==> config.mk <==
export PLATFORM = sky130hd
export DESIGN_NAME = seq_gen_multi_flat
export DESIGN_NICKNAME = d
export VERILOG_FILES = /design/src/rtl/seq_gen_multi_if.sv /design/src/rtl/seq_gen_multi.sv /design/src/flat_wrapper.sv
export SDC_FILE = /design/constraint.sdc
export NUM_CORES = 1
export LEC_CHECK = 0
export ABC_CLOCK_PERIOD_IN_PS = 3300
export BUFFER_PORTS_ARGS = -buffer_cell sky130_fd_sc_hd__buf_2
export CAP_MARGIN = 20
export CORE_UTILIZATION = 25
export CTS_BUF_LIST = sky130_fd_sc_hd__clkbuf_16
export DETAILED_ROUTE_END_ITERATION = 8
export SLEW_MARGIN = 10
export SYNTH_ARGS = -nofsm -noshare
export SYNTH_HDL_FRONTEND = slang
export SYNTH_SLANG_ARGS = --single-unit
==> constraint.sdc <==
create_clock -name clk -period 3.3 [get_ports clk]
set_input_delay 0.165 -clock clk [delete_from_list [all_inputs] [get_ports clk]]
set_output_delay 0.165 -clock clk [all_outputs]
set_load 0.01 [all_outputs]
==> src/rtl/seq_gen_multi_if.sv <==
// Control/status bundle for seq_gen_multi: step controls in, sequence code and strobe out.
// wrap_cnt exists only when SEQ_WRAP_CNT_EN is defined.
interface seq_gen_multi_if #(
  parameter int WIDTH = 3
);
  logic             en;
  logic [1:0]       mode;
  logic             dir;
  logic             load;
  logic [WIDTH-1:0] load_val;
  logic [WIDTH-1:0] state;
  logic             tc;
`ifdef SEQ_WRAP_CNT_EN
  logic [7:0]       wrap_cnt;
`endif

  modport master (
    output en, mode, dir, load, load_val,
`ifdef SEQ_WRAP_CNT_EN
    input  wrap_cnt,
`endif
    input  state, tc
  );

  modport slave (
    input  en, mode, dir, load, load_val,
`ifdef SEQ_WRAP_CNT_EN
    output wrap_cnt,
`endif
    output state, tc
  );
endinterface

==> src/rtl/seq_gen_multi.sv <==
// Multi-mode sequence generator (binary/Gray/Johnson/LFSR); SEQ_WRAP_CNT_EN adds a saturating wrap counter.
// Latency: state updates one clk edge after load/en sampled high; tc is combinational.
// Backpressure: none; en gates stepping, load overrides en.
module seq_gen_multi #(
  parameter int               WIDTH = 3,
  parameter logic [WIDTH-1:0] TAPS  = WIDTH'(3'b110)
) (
  input  logic           clk,
  input  logic           rst,
  seq_gen_multi_if.slave bus
);

  typedef enum logic [1:0] {
    MODE_BIN  = 2'd0,
    MODE_GRAY = 2'd1,
    MODE_JOHN = 2'd2,
    MODE_LFSR = 2'd3
  } mode_t;

  localparam logic [WIDTH-1:0] ONE      = WIDTH'(1);
  localparam logic [WIDTH-1:0] ONES     = {WIDTH{1'b1}};
  localparam logic [WIDTH-1:0] GRAY_TOP = {1'b1, {(WIDTH-1){1'b0}}};

  function automatic logic [WIDTH-1:0] gray2bin(input logic [WIDTH-1:0] g);
    logic [WIDTH-1:0] b;
    b[WIDTH-1] = g[WIDTH-1];
    for (int i = WIDTH-2; i >= 0; i--) begin
      b[i] = b[i+1] ^ g[i];
    end
    return b;
  endfunction

  function automatic logic [WIDTH-1:0] bin2gray(input logic [WIDTH-1:0] b);
    return b ^ (b >> 1);
  endfunction

  // A Johnson code has at most one transition between adjacent bits.
  function automatic logic johnson_ok(input logic [WIDTH-1:0] s);
    int unsigned n;
    n = 0;
    for (int i = 0; i < WIDTH-1; i++) begin
      n = n + 32'(s[i] ^ s[i+1]);
    end
    return n <= 1;
  endfunction

  mode_t            mode;
  logic [WIDTH-1:0] state_q;
  logic [WIDTH-1:0] nxt;
  logic [WIDTH-1:0] origin;
  logic [WIDTH-1:0] gbin;

  assign mode = mode_t'(bus.mode);

  always_comb begin
    nxt    = '0;
    origin = '0;
    gbin   = gray2bin(state_q);
    unique case (mode)
      MODE_BIN: begin
        nxt    = bus.dir ? state_q + ONE : state_q - ONE;
        origin = bus.dir ? '0 : ONES;
      end
      MODE_GRAY: begin
        nxt    = bus.dir ? bin2gray(gbin + ONE) : bin2gray(gbin - ONE);
        origin = bus.dir ? '0 : GRAY_TOP;
      end
      MODE_JOHN: begin
        nxt    = johnson_ok(state_q) ? {state_q[WIDTH-2:0], ~state_q[WIDTH-1]} : '0;
        origin = '0;
      end
      MODE_LFSR: begin
        nxt    = (state_q == '0) ? ONE : {state_q[WIDTH-2:0], ^(state_q & TAPS)};
        origin = ONE;
      end
    endcase
  end

  assign bus.tc    = bus.en & ~bus.load & rst & (nxt == origin);
  assign bus.state = state_q;

  always_ff @(posedge clk or negedge rst) begin
    if (!rst) begin
      state_q <= '0;
    end else if (bus.load) begin
      state_q <= bus.load_val;
    end else if (bus.en) begin
      state_q <= nxt;
    end
  end

`ifdef SEQ_WRAP_CNT_EN
  logic [7:0] wrap_q;

  always_ff @(posedge clk or negedge rst) begin
    if (!rst) begin
      wrap_q <= '0;
    end else if (bus.load) begin
      wrap_q <= '0;
    end else if (bus.tc && wrap_q != 8'hFF) begin
      wrap_q <= wrap_q + 8'd1;
    end
  end

  assign bus.wrap_cnt = wrap_q;
`endif

endmodule

==> src/flat_wrapper.sv <==
// flat-port wrapper written by rule: the top's interface ports become plain ports
module seq_gen_multi_flat 
#(
  parameter int               WIDTH = 3,
  parameter logic [WIDTH-1:0] TAPS  = WIDTH'(3'b110)
)
  (clk, rst, bus_en, bus_mode, bus_dir, bus_load, bus_load_val, bus_state, bus_tc);
  seq_gen_multi_if #(.WIDTH(WIDTH)) bus_i ();
  input  logic clk;
  input  logic rst;
  input wire logic [$bits(bus_i.en)-1:0] bus_en;
  input wire logic [$bits(bus_i.mode)-1:0] bus_mode;
  input wire logic [$bits(bus_i.dir)-1:0] bus_dir;
  input wire logic [$bits(bus_i.load)-1:0] bus_load;
  input wire logic [$bits(bus_i.load_val)-1:0] bus_load_val;
  output wire logic [$bits(bus_i.state)-1:0] bus_state;
  output wire logic [$bits(bus_i.tc)-1:0] bus_tc;
  assign bus_i.en = bus_en;
  assign bus_i.mode = bus_mode;
  assign bus_i.dir = bus_dir;
  assign bus_i.load = bus_load;
  assign bus_i.load_val = bus_load_val;
  assign bus_state = bus_i.state;
  assign bus_tc = bus_i.tc;
  seq_gen_multi #(.WIDTH(WIDTH), .TAPS(TAPS)) u_core (.clk(clk), .rst(rst), .bus(bus_i));
endmodule
* After elaboration in Yosys (flattened, before gate mapping)
Cells that the tools add are included. Widths: inputs -> output; s select.
Storage, ports and cells: input port bits 10, flip-flop bits (word level) 3, output and inout bits 4, word-level logic and storage cells 36
Operators by class: multiplexer cells 10, reductions and logical operators 4, add/sub/neg operators 5, order comparisons 1, bitwise gates (word level) 11, equality and inequality tests 4
Operators with widths (count):
- $add 32x32->32 | 1
- $le 32x1->1 const B | 1
- $mux 3 | 8
- $pmux 3 s4 | 2
- $add 3x1->3 const B | 2
- $sub 3x1->3 const B | 2
- $xor 3x2->3 | 2
- $eq 2x2->1 const B | 2
- $xor 1x1->1 | 4
- $and 1x1->1 | 3
- $eq 3x3->1 | 1
- $logic_not 3->1 | 1
- $reduce_xor 3->1 | 1
- $eq 2x1->1 const B | 1
- $logic_not 2->1 | 1
- $not 1->1 | 2
- $reduce_bool 2->1 | 1

* Longest topological paths before layout
Gate-level depths: netlist of the first run.
word-level depth 8, depth in mapped cells 8, mapped depth without buffers 7

* Worst setup path before layout of the first run
No wires, ideal clock.
kind register to output, start register u_core.state_q[0] (netlist: u_core.bus.state[0]), end output port bus_tc, data required time 3.135 ns, slack 0.798 ns, arrival time 2.337 ns, buffers on the path 0, stages on the path, launching flop included 7, cells stage by stage dfrtp_1 -> fa_1 -> and2b_1 -> mux2_4 -> o32a_1 -> or4_4 -> a211oi_2
Between the ends: longest elaborated chain between the ends 7, elaborated cells on any way between the ends 18, those cells by class 5 x add/sub; 1 x order compare; 1 x eq/ne; 5 x mux; 5 x bitwise; 1 x reduce/logical
Ends and longest elaborated chain:
- start: declaration | line seq_gen_multi.sv:48 | logic [WIDTH-1:0] state_q;
- start signal: assignment | line seq_gen_multi.sv:86 | state_q <= bus.load_val;
- start signal: assignment | line seq_gen_multi.sv:88 | state_q <= nxt;
- $xor 1x1->1 (on tied branches) | line seq_gen_multi.sv:42, seq_gen_multi.sv:28
- $add 32x32->32, or another cell as far along | line seq_gen_multi.sv:42 | n = n + 32'(s[i] ^ s[i+1]);
- $le 32x1->1 / $xor 3x2->3 (equally long branches) | line seq_gen_multi.sv:44, seq_gen_multi.sv:34
- $mux 3 (on tied branches) | line seq_gen_multi.sv:69, seq_gen_multi.sv:65
- $pmux 3 s4 (*) | line seq_gen_multi.sv:59 | unique case (mode)
- $eq 3x3->1 (*) | line seq_gen_multi.sv:79 | assign bus.tc = bus.en & ~bus.load & rst & (nxt == origin);
- $and 1x1->1 (*) | line seq_gen_multi.sv:79
- end: declaration | line flat_wrapper.sv:17 | output wire logic [$bits(bus_i.tc)-1:0] bus_tc;
Every way passes the cells marked *; elsewhere a longest branch is shown, timed or not.

* Worst setup path in the final report of the first run
Ends and elaborated chain as after synthesis.

==> metrics.cfg, run 1 <==
[final_layout]
largest_register_ffs=3
n_fill_cell=229
seq_area_um2=75.1
layout.cells.non_filler=112
syn_to_final_growth_pct=30.1
multiInputGateArea_um2=415
diodes=0
drive_above_1_share=0.259
finalCoreUtilization=0.354
num-nets-final=98
postLayoutCellArea_um2=708

[synth]
yosys.area.top_type=dfrtp_1
synth.area.top_cells=dfrtp_1 (14%), a21oi_1 (6.4%), inv_1 (4.1%)
syn-cell-area_um2=544
syn_nets=84
yosys_warnings=0
netlist.area_leader.share=0.138
ys.flop_type=dfrtp_1
synth_most_common_cell=a21oi_1
synth_cells=72
postSynthAreaPerCell_um2=7.56
synth_edf_count=0
synth.top_cells.by_count=a21oi_1 (7), inv_1 (6), nand2_1 (5), nor2_1 (5), clkbuf_1 (4)
synth.distinct_cells=39
async_flop_share=1.00
synth-seq-cells=3
ys_seq_area_frac=0.138

[global_routing]
grt_pass1_vias=519
grt_use_total=0.131
grt_pass1_wl_mm=2.37
antenna_found_initial=0
grt_max_degree=18
grt_remaining_overflow=0

[detailed_routing]
met3_length_um=51
wl_per_cell_um=12.3
wirelength_met1_um=707
drc=0
vias_per_cell=5.00
drt_iter0_drc=6
wl_met2_um=608
ant_nets=0
drt_first_pass_iters=4
vias=560
top_signal_layer_used=met4
routed_wl_mm=1.38

[place]
gp_congestion=0.770
placedCellCount=107
placed_cell_area_um2=619
place_hpwl_um=1000
port_buffers=13

[setup_path]
critPathKind=register to output pin
slowest_stage=dfrtp_1
worstPathRequired_ps=3130
max_stage_delay_ps=500
start_kind=register
crit_chain=fa_1 > and2b_1 > mux2_4 > o32a_1 > or4_4 > a211oi_2 > buf_2
r2r_cells=6
end_kind=output pin
cp_data_arrival_time_ps=2830
crit_fanout=11

[clocking]
cts_buffers=3
post_cts.repair.setup_buffers=0
cts-root-buf=clkbuf_16
clk_latency_ps=230
clk_pin_slew_ps=30
cts.hold.buffers_added=1
cts_tree=done
htreeDepth=1
cts.repair.resized=0
cts.sinks=3
cts_buffer_depth=2

[timing]
relSlewSlack=0.686
finalSetupViolCount=0
finalMaxSlewViolations=0
period_share=0.908
fin_tns_setup_ps=0
fmax_ghz=0.334
tightest_slew_ps=471
fin_worst_skew_ps=2.93
rsz0062_at_grt=false
hold_viol_final=0
holdWs_ps=148
final.min_clock_period_ps=3000

[die]
core_mm2=0.00200
dieArea_mm2=0.00237
start_util=0.272
die_w_um=48.7
die_h_um=48.7
rows=16
ios=14

[pwr]
power.density_mw_per_mm2=500
leakagePower_nw=0.321
ir_drop_mv=0.345

[min_path]
worstHoldPathType=input pin to register
holdPathStages=2

[outcome]
status=finished, final reports clean

[flow_run]
cap_violations=0

-- kinds of logic (layout without fill, tap and decap cells) --
group	Yosys count	in the layout	synth area share
compound gates	22	22	0.276
xor+xnor	4	4	0.0782
fa+ha+maj	2	2	0.0598
buf+inv	12	25	0.0988
flops	3	3	0.138
mux	3	3	0.0667
simple gates	26	26	0.283
-- layout make-up --
| class | instances | area share |
|---|---|---|
| Clock buffer | 3 | 0.106 |
| Clock inverter | 1 | 0.00530 |
| Inverter | 6 | 0.0318 |
| Multi-Input combinational cell | 57 | 0.587 |
| Sequential cell | 3 | 0.106 |
| Tap cell | 27 | 0.0477 |
| Timing Repair Buffer | 15 | 0.117 |
-- path summary, 6_finish.rpt --
check	from	endpoint	slack, ps
worst max-delay path	u_core.bus.state[0]	bus_tc	300
worst min-delay path	bus_load_val[2]	u_core.bus.state[2]	150
worst max register to register	u_core.bus.state[0]	u_core.bus.state[2]	1120
worst min register to register	u_core.bus.state[0]	u_core.bus.state[0]	790
max in group asynchronous	rst	u_core.bus.state[1]	2910
min in group asynchronous	rst	u_core.bus.state[2]	270
-- per-layer routing --
layer,vias to the layer above,GRT usage
met4,0,0.0735
met1,255,0.161
met5,-,0
met3,2,0.0314
met2,16,0.208
li1,287,-
-- per-stage QoR --
| step | total power, mW | worst slack (ps) |
|---|---|---|
| after floorplan | 0.132 | 798 |
| after global placement | 0.159 | 618 |
| after detailed placement | 0.160 | 574 |
| after CTS | 0.355 | 307 |
| after global routing | 0.373 | 183 |
| final | 0.354 | 302 |
-- worst max-delay path, delay by kind of cell, from the launching register on --
family | cells | cell delay (ps)
compound gates | 2 | 550
fa+ha+maj | 1 | 480
simple gates | 2 | 670
buf+inv | 1 | 160
mux | 1 | 260
flops | 1 | 500
-- layout by cell type, fill, tap and decap left out, drive strengths merged, types with 3 or more instances in the layout --
cell type	n
a211oi	3
a21oi	7
buf	14
clkbuf	3
dfrtp	3
inv	7
nand2	5
nor2	5
o21ai	3
-- report_power, final --
group	switching, mW	internal (mW)
Sequential	0.0118	0.0411
Combinational	0.0568	0.0516
Clock	0.0363	0.157
Power figures use the tool's default switching activity.
==> run 2: changes to the inputs <==
--- a/config.mk
+++ b/config.mk
@@ -5,7 +5,7 @@
 export SDC_FILE = /design/constraint.sdc
 export NUM_CORES = 1
 export LEC_CHECK = 0
-export ABC_CLOCK_PERIOD_IN_PS = 3300
+export ABC_CLOCK_PERIOD_IN_PS = 2800
 export BUFFER_PORTS_ARGS = -buffer_cell sky130_fd_sc_hd__buf_2
 export CAP_MARGIN = 20
 export CORE_UTILIZATION = 25
==> constraint.sdc (replaced) <==
create_clock -name clk -period 2.8 [get_ports clk]
set_input_delay 0.14 -clock clk [delete_from_list [all_inputs] [get_ports clk]]
set_output_delay 0.14 -clock clk [all_outputs]
set_load 0.01 [all_outputs]
==> metrics.cfg, run 2 (synthesized netlist as in run 1, its figures left out) <==
[global_routing]
grt_remaining_overflow=0  ; unchanged
grt_pass1_vias=547  ; +5.4%
grt_pass1_wl_mm=2.45  ; +3.5%
grt_max_degree=18  ; unchanged
antenna_found_initial=0  ; unchanged
grt_use_total=0.133  ; +0.00149

[setup_path]
path_buf_inv=1  ; unchanged
end_kind=output pin
cp_data_arrival_time_ps=2610  ; -220 ps
max_stage_delay_ps=490  ; about the same
r2r_cells=6  ; unchanged
worstPathRequired_ps=2660  ; -470 ps
r2r-end=u_core.bus.state[2]
crit_chain=fa_2 > and2b_1 > mux2_4 > o32a_1 > or4_4 > a211oi_2 > buf_2
slowest_stage=or4_4
r2r_start=u_core.bus.state[1]
r2r_slack_ps=840  ; -280 ps
start_kind=register
critPathKind=register to output pin
critPathTopFamily=simple AND/OR/NAND/NOR gates
crit_fanout=3  ; -8

[pwr]
pwr-share-clk=0.522  ; -0.023
power.switching_mw=0.124  ; +19%
p_sw_frac=0.292  ; -0.00425
power.density_mw_per_mm2=581  ; +16%
ir_drop_mv=0.401  ; +16%
power_frac_comb=0.354  ; +0.048
leakagePower_nw=0.334  ; +4.2%
p_int_mw=0.302  ; +21%
power_frac_seq=0.124  ; -0.025

[place]
placedCellCount=109  ; +1.9%
place_hpwl_mm=1.06  ; +6.5%
gp_congestion=0.788  ; +2.4%
placed_cell_area_um2=634  ; +2.4%
port_buffers=13  ; unchanged
place_ws_ps=249  ; -325 ps

[timing]
fin_worst_skew_ps=2.15  ; -0.785 ps
fin_tns_setup_ps=0  ; unchanged
rsz0062_at_grt=false
finalMaxSlewViolations=0  ; unchanged
finalSetupViolCount=0  ; unchanged
holdWs_ps=128  ; -19.4 ps
period_share=0.980
relSlewSlack=0.818  ; +0.133
tightest_slew_ps=271  ; -200 ps
hold_viol_final=0  ; unchanged
timing.final.ws_setup_ps=55.0  ; -247 ps
fmax_ghz=0.364
final.min_clock_period_ps=2750

[clocking]
cts_tree=done
cts-root-buf=clkbuf_16
clk_pin_slew_ps=30  ; about the same
htreeDepth=1  ; unchanged
clk_latency_ps=220  ; about the same
cts_buffers=3  ; unchanged
cts_buffer_depth=2  ; unchanged
cts.sinks=3  ; unchanged

[detailed_routing]
wl_met2_um=764  ; +26%
drc=0  ; unchanged
top_signal_layer_used=met3
ant_nets=0  ; unchanged
vias_per_cell=5.00  ; unchanged
wirelength_met1_um=722  ; +2.1%
met3_length_um=24  ; -53%
drt_first_pass_iters=2  ; -2
drt_iter0_drc=7  ; +1
routed_wl_mm=1.51  ; +9.3%
wl_per_cell_um=13.1  ; +6.5%
vias=575  ; +2.7%

[min_path]
whs_endpoint=u_core.bus.state[2]
hp-start=bus_load_val[2]
worstHoldPathType=input pin to register
holdPathStages=2  ; unchanged

[final_layout]
seq_area_um2=75.1  ; unchanged
diodes=0  ; unchanged
syn_to_final_growth_pct=34.7
drive_above_1_share=0.295  ; +0.0366
largest_register_ffs=3  ; unchanged
postLayoutCellArea_um2=733  ; +3.5%
n_fill_cell=218  ; -4.8%
num-nets-final=101  ; +3.1%
layout.cells.non_filler=115  ; +2.7%
final_common_cell=buf_2
mostFrequentLayoutCells=buf_2 (13), inv_1 (7), a21oi_1 (7)
multiInputGateArea_um2=418  ; +0.60%

[outcome]
status=finished, final reports clean

[flow_run]
cap_violations=0  ; unchanged

[die]
die_h_um=48.7  ; unchanged
core_mm2=0.00200  ; unchanged
die_w_um=48.7  ; unchanged
ios=14  ; unchanged
dieArea_mm2=0.00237  ; unchanged
rows=16  ; unchanged
start_util=0.272  ; unchanged

run 2: cell count changes in the layout (fill, tap and decap cells not counted), sizes merged:
cell	before	now
buf	14	17
run 2: power groups by stage:
stage	Sequential [mW]	Combinational (mW)	Clock [mW]
2_1_floorplan	0.0568	0.0988	0
3_3_place_gp	0.0534	0.139	0
3_5_place_dp	0.0535	0.142	0
4_1_cts	0.0534	0.146	0.226
5_1_grt	0.0535	0.165	0.230
6_report	0.0530	0.151	0.222
run 2: worst register-to-register path: cells and delay by family (launching register included):
kind            cells  cell delay, ps
compound gates      3             690
flops               1             390
fa+ha+maj           1             370
mux                 1             280
simple gates        1             180
run 2: per-layer routing:
metal	track usage	vias up
met3	0.00943	0
li1	-	289
met5	0	-
met1	0.166	274
met4	0.0441	0
met2	0.238	12
run 2: cell type report:
type | instances | share of cell area
inverter | 6 | 0.0307
sequential | 3 | 0.102
clock inverter | 1 | 0.00512
multi-input combinational | 57 | 0.570
clock buffer | 3 | 0.102
tap | 27 | 0.0461
timing repair buffer | 18 | 0.143
run 2: per-stage QoR:
| step | total power, mW | util |
|---|---|---|
| after floorplan | 0.156 | - |
| after global placement | 0.192 | 0.317 |
| after detailed placement | 0.196 | 0.317 |
| after CTS | 0.426 | 0.363 |
| after global routing | 0.449 | 0.366 |
| final | 0.426 | 0.366 |
run 2: worst max-delay path by stage:
stage | cells past startpoint | from | slack [ps] | to
detailed placement | 7 | u_core.bus.state[0] | 250 | bus_tc
global placement | 7 | u_core.bus.state[0] | 280 | bus_tc
CTS | 7 | u_core.bus.state[0] | 40 | bus_tc
floorplan | 6 | u_core.bus.state[0] | 320 | bus_tc
global route | 7 | u_core.bus.state[1] | 1 | bus_tc
finish | 7 | u_core.bus.state[1] | 50 | bus_tc
run 2: timing repair:
item,CTS,global route
buffers inserted,0,1
hold endpoints to repair,3,0
gates resized for setup,1,0
endpoints found under the setup margin,1,1
hold buffers,1,0
pin swaps,0,1
